`config.mk`:
```
export PLATFORM = sky130hd
export DESIGN_NAME = seq_det_arbiter
export DESIGN_NICKNAME = d
export VERILOG_FILES = /design/src/rtl/seq_det_arbiter.sv
export SDC_FILE = /design/constraint.sdc
export NUM_CORES = 1
export LEC_CHECK = 0
export ABC_AREA = 1
export CORE_AREA = 2 2 52 54
export DETAILED_ROUTE_END_ITERATION = 8
export DIE_AREA = 0 0 54 56
export GPL_ROUTABILITY_DRIVEN = 0
export PLACE_DENSITY = 0.75
export SYNTH_ARGS = -nofsm -noshare
export SYNTH_HDL_FRONTEND = slang
export SYNTH_SLANG_ARGS = --single-unit
```
`constraint.sdc`:
```
create_clock -name clk -period 1.68 [get_ports clk]
set_input_delay 0.42 -clock clk [delete_from_list [all_inputs] [get_ports clk]]
set_output_delay 0.42 -clock clk [all_outputs]
set_load 0.02 [all_outputs]
```
`src/rtl/seq_det_arbiter.sv`:
```
// Two-channel round-robin arbiter feeding a shared serial 111/101 pattern detector.
// One frame is processed at a time; per-frame match count saturates at 2^CNT_W-1.
module seq_det_arbiter #(
    parameter int CNT_W = 8
) (
    input  logic             clk,
    input  logic             rst,
    input  logic             req0,
    input  logic             req1,
    input  logic             din0,
    input  logic             din1,
    input  logic             last0,
    input  logic             last1,
    output logic             gnt0,
    output logic             gnt1,
    output logic             det_111,
    output logic             det_101,
    output logic             done,
    output logic             done_id,
    output logic [CNT_W-1:0] match_cnt
);

    typedef enum logic [1:0] {
        IDLE   = 2'd0,
        RUN    = 2'd1,
        REPORT = 2'd2
    } state_t;

    state_t     state;
    logic       ptr;
    logic       ch;
    logic [1:0] hist;
    logic [1:0] nbits;

    logic pick;
    logic cur_req;
    logic cur_din;
    logic cur_last;
    logic hit111;
    logic hit101;

    // With both requests pending the pointer channel wins; otherwise the lone requester.
    assign pick     = (req0 && req1) ? ptr : req1;
    assign cur_req  = ch ? req1  : req0;
    assign cur_din  = ch ? din1  : din0;
    assign cur_last = ch ? last1 : last0;
    assign hit111   = (nbits == 2'd2) && (hist == 2'b11) && cur_din;
    assign hit101   = (nbits == 2'd2) && (hist == 2'b10) && cur_din;

    always_ff @(posedge clk) begin
        if (rst) begin
            state     <= IDLE;
            ptr       <= 1'b0;
            ch        <= 1'b0;
            hist      <= '0;
            nbits     <= '0;
            gnt0      <= 1'b0;
            gnt1      <= 1'b0;
            det_111   <= 1'b0;
            det_101   <= 1'b0;
            done      <= 1'b0;
            done_id   <= 1'b0;
            match_cnt <= '0;
        end else begin
            det_111 <= 1'b0;
            det_101 <= 1'b0;
            done    <= 1'b0;
            case (state)
                IDLE: begin
                    if (req0 || req1) begin
                        ch        <= pick;
                        gnt0      <= ~pick;
                        gnt1      <= pick;
                        match_cnt <= '0;
                        hist      <= '0;
                        nbits     <= '0;
                        state     <= RUN;
                    end
                end
                RUN: begin
                    if (!cur_req) begin
                        gnt0  <= 1'b0;
                        gnt1  <= 1'b0;
                        ptr   <= ~ptr;
                        state <= IDLE;
                    end else begin
                        det_111 <= hit111;
                        det_101 <= hit101;
                        if ((hit111 || hit101) && !(&match_cnt))
                            match_cnt <= match_cnt + CNT_W'(1);
                        hist <= {hist[0], cur_din};
                        if (nbits != 2'd2)
                            nbits <= nbits + 2'd1;
                        if (cur_last) begin
                            gnt0    <= 1'b0;
                            gnt1    <= 1'b0;
                            done    <= 1'b1;
                            done_id <= ch;
                            ptr     <= ~ptr;
                            state   <= REPORT;
                        end
                    end
                end
                REPORT: state <= IDLE;
                default: state <= IDLE;
            endcase
        end
    end

endmodule

```
# Word level (Yosys, flattened, before mapping)

Cells that the tools add are included.

Register bits: 22
Bits of input ports: 8
Output and inout port bits: 14
Logic and storage cells: 77

Add/sub/neg operators: 2
Eq/ne operators: 11
Multiplexer cells: 27
Bitwise logic cells: 4
Reduce and logical (&&, ||, !) cells: 21

Operators with widths:

| kind                                                                    | number |
|---|---|
| 8-bit 2-to-1 mux                                                        | 3 |
| 8-bit case mux with 2 select lines                                      | 1 |
| 2-bit 2-to-1 mux                                                        | 7 |
| 2-bit case mux with 2 select lines                                      | 3 |
| 1-bit 2-to-1 mux                                                        | 11 |
| 2-bit inequality test, second input constant                            | 5 |
| 3-bit AND reduction                                                     | 3 |
| 8-bit by 1-bit adder with 8-bit output, second input constant           | 1 |
| 4-bit AND reduction                                                     | 2 |
| 8-bit AND reduction                                                     | 1 |
| 2-bit == test, second input constant                                    | 3 |
| 1-bit logical AND                                                       | 6 |
| 2-bit AND reduction                                                     | 3 |
| 1-bit inverter                                                          | 4 |
| 1-bit case mux with 2 select lines                                      | 2 |
| 3-bit inequality test, second input constant                            | 1 |
| 3-bit OR reduction                                                      | 1 |
| 2-bit by 1-bit adder with 2-bit output, second input constant           | 1 |
| 2-bit by 1-bit == test with 1-bit output, second input constant         | 1 |
| 2-bit zero test                                                         | 1 |
| 1-bit logical OR                                                        | 2 |
| 2-bit by 1-bit inequality test with 1-bit output, second input constant | 1 |
| 2-bit nonzero test                                                      | 1 |
| 1-bit zero test                                                         | 1 |

# Logic depth before layout (Yosys ltp)

Gate-level depths: netlist of the first run.

Word-level depth: 8
Gate-level depth with buffers: 11
Depth with buffers taken out: 10

# Least setup slack after synthesis of the first run

Ideal clock, no wire load.

Path kind: register to register
From: register match_cnt[1]
To: register match_cnt[6]
Setup time: 0.110 ns
Data arrival time: 1.395 ns
Required time: 1.570 ns
Setup slack: 0.175 ns
Cell stages (with the launch flop): 12
Buffers on the path: 1
Clock period less this slack: 1.505 ns
Cells stage by stage: dfxtp_1 ha_1 nand2_1 nor2_1 nand2_1 nand2_1 nand2_2 buf_6 nand3_2 nand2_1 inv_1 nor2_2

Word-level cells in the longest chain between the ends: 5
Elaborated cells between the ends (all ways): 9
Classes of those cells: 1 x add/sub; 1 x eq/ne; 3 x mux; 4 x reduce/logical

RTL lines:

| element                                                                        | RTL line | text |
|---|---|---|
| start: declaration                                                             | 20       | `output logic [CNT_W-1:0] match_cnt` |
| start signal: assignment                                                       | 90       | `match_cnt <= match_cnt + CNT_W'(1);` |
| branches (longest 5 deep; another with 8-bit by 1-bit adder with 8-bit output) | n/a      |  |

Several ways; the timed one is not identified. The select of a mux whose other input is x is not followed.
A chain may end at the register's enable or synchronous reset.

# Final worst setup path of the first run

From: register det_101
To: output port det_101

RTL lines:

| element                  | RTL line | text |
|---|---|---|
| start: declaration       | 17       | `output logic det_101,` |
| start signal: assignment | 88       | `det_101 <= hit101;` |

No word-level cell between the ends.

==> results of run 1 <==
[cells in the mapped netlist (3+ instances only)]
| cell | count |
|---|---|
| nand2_2 | 3 |
| inv_1 | 17 |
| nand3_1 | 15 |
| o21ai_0 | 8 |
| nand3_2 | 4 |
| nor2_2 | 3 |
| dfxtp_1 | 22 |
| nor2_1 | 24 |
| nand2_1 | 42 |
| a21oi_1 | 8 |
[sequential cells by signal (all words and copies together), names as in the netlist, 2 cells and up]
register / cells
hist: 2
match_cnt: 8
state: 2
nbits: 2
[path summary, 6_finish.rpt]
kind                start      endpoint  slack [ns]  depth (start not counted)
max               det_101       det_101        0.04                          1
min reg2reg          gnt0          gnt0        0.46                          2
max reg2reg  match_cnt[0]  match_cnt[7]        0.14                         10
min                  gnt0          gnt0        0.46                          2
[stage by stage]
stage | utilization, % | cells | cell area [um2]
floorplan | - | 171 | 1179
detailed placement | 60.85 | 229 | 1480
CTS | 61.78 | 233 | 1503
global placement | 60.85 | 229 | 1480
global route | 62.91 | 234 | 1530
finish | 62.91 | 234 | 1530
[metal layers]
metal | share of wire [%] | up-vias | GRT usage, %
met4 | 1.5 | 0 | 7.500
met5 | 0 | - | 0
met2 | 50 | 16 | 31.53
met1 | 45 | 523 | 24.54
li1 | - | 612 | -
met3 | 4.0 | 5 | 2.419
[what timing repair did]
action                                  in CTS  in global routing
resized for setup                           11                  8
setup buffers                                0                  1
pin swaps                                    0                  1
endpoints found under the setup margin      11                  9
[final cells by class]
class	count	area, um2
multi-input cells	125	640.6
flip-flops and latches	22	447.9
repair buffers	34	296.5
inverters	19	71.32
fillers	247	902.1
clock buffers	4	36.28
well taps	30	37.54
[power by group]
group / total (mW) / internal, mW / switching (mW) / leakage, nW
sequential: 0.591 / 0.558 / 0.0330 / 0.181
combinational: 0.301 / 0.123 / 0.178 / 0.485
clock: 0.294 / 0.132 / 0.162 / 0.0210
[cells by family after synthesis]
| group | count (synthesis) |
|---|---|
| buffers and inverters | 24 |
| adder cells (fa/ha/maj) | 2 |
| AND/OR/NAND/NOR | 99 |
| flip-flops | 22 |
| AO/OA/AOI/OAI | 24 |
==> results by group, run 1 <==
Drt
  • DRC: 0
  • Routed Antenna Nets: 0
  • TritonRoute pass-1 iters: 4
  • WL final: 2564 um
  • Via/cell ratio: 4.940
  • Via count: 1156
  • Wire per inst: 10.96 um
  • Drt initial violations: 15

Synthesis
  • Post-Syn Nets: around 180
  • Post-synthesis mux area share: 0%
  • Synthesis Warnings: 0
  • #FFs+latches synth: 22
  • Share of the synthesized area in the top cell type: between 30% and 40%
  • Leading post-synthesis cells by cell area: dfxtp_1 37%, nand2_1 13%, nor2_1 7.6%
  • Ys async rst share: 0%
  • Distinct cells, synth: 27
  • Syn Area/Cell: between 6 and 7 um2
  • Mapped Cells: approximately 170
  • Register area share after synthesis: 37.37%
  • Synth Flop Type: dfxtp_1
  • Number of flops mapped to enable cells by yosys: 0
  • Cell Area, Synth: around 1200 um2
  • Adder-cell share of the synthesized area: about 2.1%
  • Post-synth top area cell: dfxtp_1
  • Synth Area in XOR/XNOR: 0%
  • Post-Synth Simple-Gate Area: between 30% and 40%
  • Largest family of logic cells by synthesized area: simple AND/OR/NAND/NOR gates
  • Synth Area in Compound Gates: a little under an eighth

CTS
  • CTS buffer count: 3
  • CTS max path bufs: 2
  • Clock sink total: 22
  • CTS root buffer: clkbuf_4
  • Clock Latency Late Sink: 0.30 ns
  • Worst-path clk slew: roughly 0.12 ns
  • H-tree depth: 1
  • Number of hold buffers added after cts: 0
  • CTS tree: yes

Pwr
  • VDD IR max: 0.5511 mV
  • Cell Pwr Density: roughly 770 nW/um2
  • Tot Pwr: roughly 1.2 mW
  • Leak Pwr: 0.6868 nW

Finish
  • Area growth syn-to-layout: 29.83%
  • Leading cell types in the layout, fill and taps excluded: 41 x nand2_1, 23 x nor2_1, 20 x dfxtp_1
  • Final #Nets: approximately 220
  • Diodes inserted: 0
  • Share of cells above drive strength 1: between 20% and 30%
  • Most common cell after layout, fill and taps aside: nand2_1

Floorplan
  • Die area: 3024 um2
  • Chip width: between 50 and 60 um
  • Core area: 2432 um2
  • Die height: 56 um
  • Starting Density: about half
  • Cell Rows: 18
  • Io pins: 22

STA
  • Rel. slew slack: about 76%
  • Final worst path period need: ~1.6 ns
  • Tcrit/Tclk final: just under 100%
  • Final Setup Violations: 0
  • Slew Limit Fails: 0
  • Unrepaired setup endpoints after global routing: no
  • Setup TNS: 0 ns
  • Final Hold Fails: 0
  • Minimum hold slack: 0.4613 ns
  • Fin Clk Skew: about 0.0011 ns
  • Setup WS post-layout: roughly 0.037 ns
  • Highest Clock Rate: approximately 0.6 GHz
  • Slew @ Worst Pin: approximately 0.36 ns

Critical path
  • Crit path cell chain: clkdlybuf4s50_1
  • Critical-path top delay cell: clkdlybuf4s50_1
  • Crit path kind: reg -> out
  • CP max FO: 1
  • Critical Path End Type: output pin
  • Crit path max-delay family: buffers and inverters
  • Worst path bufs/invs: 1
  • CP Launch Type: flip-flop
  • CP peak stage delay: 0.59 ns
  • CP arrival: 1.22 ns
  • Req. time, crit path: between 1 and 1.5 ns

Global route
  • Initial antenna violation count: 0
  • GRT overflow: 0
  • Total GRT Usage: 19.13%
  • Largest net degree at the start of global routing: 15
  • First-pass GRT wire length: about 4400 um
  • Vias in the first global route: approximately 1.1k

Placement
  • Post-DP HPWL: 1969 um
  • Dpl ws: -0.1561 ns
  • PortBufs: 21

Hold path
  • Hold crit path type: reg -> reg

Flow run
  • Max-Cap Viols: 0

Outcome
  • Status: finished, final reports clean
No activity file was read; power rests on OpenSTA's default activity.
==> run 2: changes to the inputs <==
CORE_AREA = 2 2 66 43   (was 2 2 52 54)
DIE_AREA = 0 0 68 45   (was 0 0 54 56)
PLACE_DENSITY = 0.76   (was 0.75)
REMOVE_ABC_BUFFERS = 1   (was default)
==> run 2 against run 1 <==
Compared with the run above: sequential power is essentially flat; clock-buffer cell count is the same; power grew 7.6%; cell count grew 1.7%; maximum frequency grew 1.6%; clock power grew 27%; cell area grew 1.6%; first-iteration DRC count grew to 3.5 times the previous value; via count shrank 1.1%; sequential share of layout area shrank 0.79 points; clock skew grew 0.0036 ns; worst setup slack gained 0.026 ns; largest cell class unchanged.
==> results by group, run 2 (synthesis gave the netlist of run 1 again) <==
Outcome
  • Status: finished, final reports clean (unchanged)

Drt
  • Via count: 1143 (was 1156)
  • WL final: 2572 um (was 2564 um)
  • Wire per inst: 10.81 um (was 10.96 um)
  • Via/cell ratio: 4.803 (was 4.940)
  • Routed Antenna Nets: 0 (unchanged)
  • TritonRoute pass-1 iters: 4 (unchanged)
  • DRC: 0 (unchanged)
  • Drt initial violations: 53 (was 15)

Floorplan
  • Chip width: 68 um (was 54 um)
  • Cell Rows: 14 (was 18)
  • Io pins: 22 (unchanged)
  • Die area: 3060 um2 (was 3024 um2)
  • Die height: 45 um (was 56 um)
  • Core area: 2417 um2 (was 2432 um2)
  • Starting Density: 48.76% (was 48.46%)

Finish
  • Most flop-heavy register: match_cnt (unchanged)
  • Final #Nets: 217 (was 215)
  • FF/Latch Area: 442.9 um2 (was 447.9 um2)
  • Fill cells: 226 (was 247)
  • Leading cell types in the layout, fill and taps excluded: 42 x nand2_1, 24 x nor2_1, 20 x dfxtp_1 (was 41 x nand2_1, 23 x nor2_1, 20 x dfxtp_1)
  • Multi-input logic area: 630.6 um2 (was 640.6 um2)
  • Final Instance Area: 1555 um2 (was 1530 um2)
  • Most common cell after layout, fill and taps aside: nand2_1 (unchanged)
  • Area growth syn-to-layout: 31.95% (was 29.83%)
  • Diodes inserted: 0 (unchanged)
  • Final Core Density: 64.34% (was 62.91%)
  • Largest register FFs: 8 (unchanged)
  • Share of cells above drive strength 1: 19.90% (was 20.10%)

CTS
  • Number of hold buffers added after cts: 0 (unchanged)
  • Clock Latency Late Sink: 0.26 ns (was 0.30 ns)
  • Clock sink total: 22 (unchanged)
  • CTS buffer count: 3 (unchanged)
  • CTS max path bufs: 2 (unchanged)
  • Worst-path clk slew: 0.07 ns (was 0.12 ns)
  • H-tree depth: 1 (unchanged)
  • CTS root buffer: clkbuf_8 (was clkbuf_4)
  • CTS tree: yes (unchanged)
  • Postcts setup bufs: 0 (unchanged)

Global route
  • Largest net degree at the start of global routing: 14 (was 15)
  • First-pass GRT wire length: 4112 um (was 4422 um)
  • Initial antenna violation count: 0 (unchanged)
  • Total GRT Usage: 18.66% (was 19.13%)
  • GRT overflow: 0 (unchanged)
  • Vias in the first global route: 935 (was 1087)

Critical path
  • Critical Path End Type: output pin (unchanged)
  • CP arrival: 1.20 ns (was 1.22 ns)
  • CP peak stage delay: 0.60 ns (was 0.59 ns)
  • CP max FO: 2 (was 1)
  • Req. time, crit path: 1.26 ns (about the same)
  • Crit path max-delay family: buffers and inverters (unchanged)
  • CP Launch Type: flip-flop (unchanged)
  • Crit path cell chain: clkdlybuf4s50_1 (unchanged)
  • Crit path kind: reg -> out (unchanged)
  • Critical-path top delay cell: clkdlybuf4s50_1 (unchanged)
  • Worst path bufs/invs: 1 (unchanged)

Pwr
  • Leak Pwr: 0.6609 nW (was 0.6868 nW)
  • VDD IR max: 0.3762 mV (was 0.5511 mV)
  • Cell Pwr Density: 820.5 nW/um2 (was 774.7 nW/um2)

STA
  • Setup TNS: 0 ns (unchanged)
  • Slew Limit Fails: 0 (unchanged)
  • Tcrit/Tclk final: 96.25% (was 97.78%)
  • Rel. slew slack: 74.49% (was 75.71%)
  • Fin Clk Skew: 0.004706 ns (was 0.001140 ns)
  • Slew @ Worst Pin: 0.3822 ns (was 0.3640 ns)
  • Final Setup Violations: 0 (unchanged)
  • Highest Clock Rate: 0.6184 GHz (was 0.6087 GHz)
  • Final Hold Fails: 0 (unchanged)
  • Final worst path period need: 1.617 ns (was 1.643 ns)
  • Setup WS post-layout: 0.06299 ns (was 0.03724 ns)

Placement
  • PortBufs: 21 (unchanged)
  • Post-DP HPWL: 2009 um (was 1969 um)
  • Placed cell areas: 1505 um2 (was 1480 um2)
  • Dpl ws: -0.1708 ns (was -0.1561 ns)

Hold path
  • Hold crit path type: reg -> reg (unchanged)

Flow run
  • Max-Cap Viols: 0 (unchanged)
-- run 2: cell types whose count changed in the layout (fill, tap and decap cells not counted) --
cell | before | now
nor2_1 | 23 | 24
dfxtp_4 | 2 | 0
nand2_1 | 41 | 42
dfxtp_2 | 0 | 2
nor2_2 | 4 | 3
dlygate4sd2_1 | 11 | 6
clkbuf_4 | 3 | 0
nand2_4 | 3 | 2
dlymetal6s2s_1 | 1 | 0
clkdlybuf4s50_1 | 9 | 15
buf_4 | 13 | 15
clkbuf_8 | 1 | 4
-- run 2: where the power goes --
group          internal (mW)  switching [mW]
sequential             0.557          0.0344
clock                  0.209           0.163
combinational          0.134           0.179
-- run 2: area by class of cell --
| cell class | instances | area share (%) |
|---|---|---|
| inverter | 19 | 4.586 |
| multi-input combinational | 125 | 40.55 |
| tap | 32 | 2.574 |
| timing repair buffer | 36 | 20.27 |
| sequential | 22 | 28.48 |
| clock buffer | 4 | 3.540 |
-- run 2: metrics by stage --
stage | hold WS [ns] | power (mW) | instances
floorplan | 0.4232 | 0.7843 | 166
global placement | 0.4458 | 0.9115 | 234
detailed placement | 0.4564 | 0.9211 | 234
CTS | 0.4675 | 1.291 | 238
global route | 0.4848 | 1.362 | 238
finish | 0.4627 | 1.276 | 238
-- run 2: what timing repair did --
action,4_1_cts,5_1_grt
resized for setup,6,2
endpoints found under the setup margin,6,5
cloned,0,0
-- run 2: path summary, 6_finish.rpt --
path | slack, ns | cells after the start | to | from
hold reg to reg | 0.46 | 2 | gnt0 | gnt0
hold / removal | 0.46 | 2 | gnt0 | gnt0
setup reg to reg | 0.12 | 10 | match_cnt[1] | match_cnt[0]
setup / recovery | 0.06 | 1 | gnt1 | gnt1
-- run 2: layer usage --
layer  vias to the layer above  share of wire [%]  track usage (%)
met5                         -                  0                0
met4                         0               0.82            6.000
met3                         2                4.5            5.985
met2                        24                 45            28.16
met1                       501                 49            25.46
li1                        616                  -                -
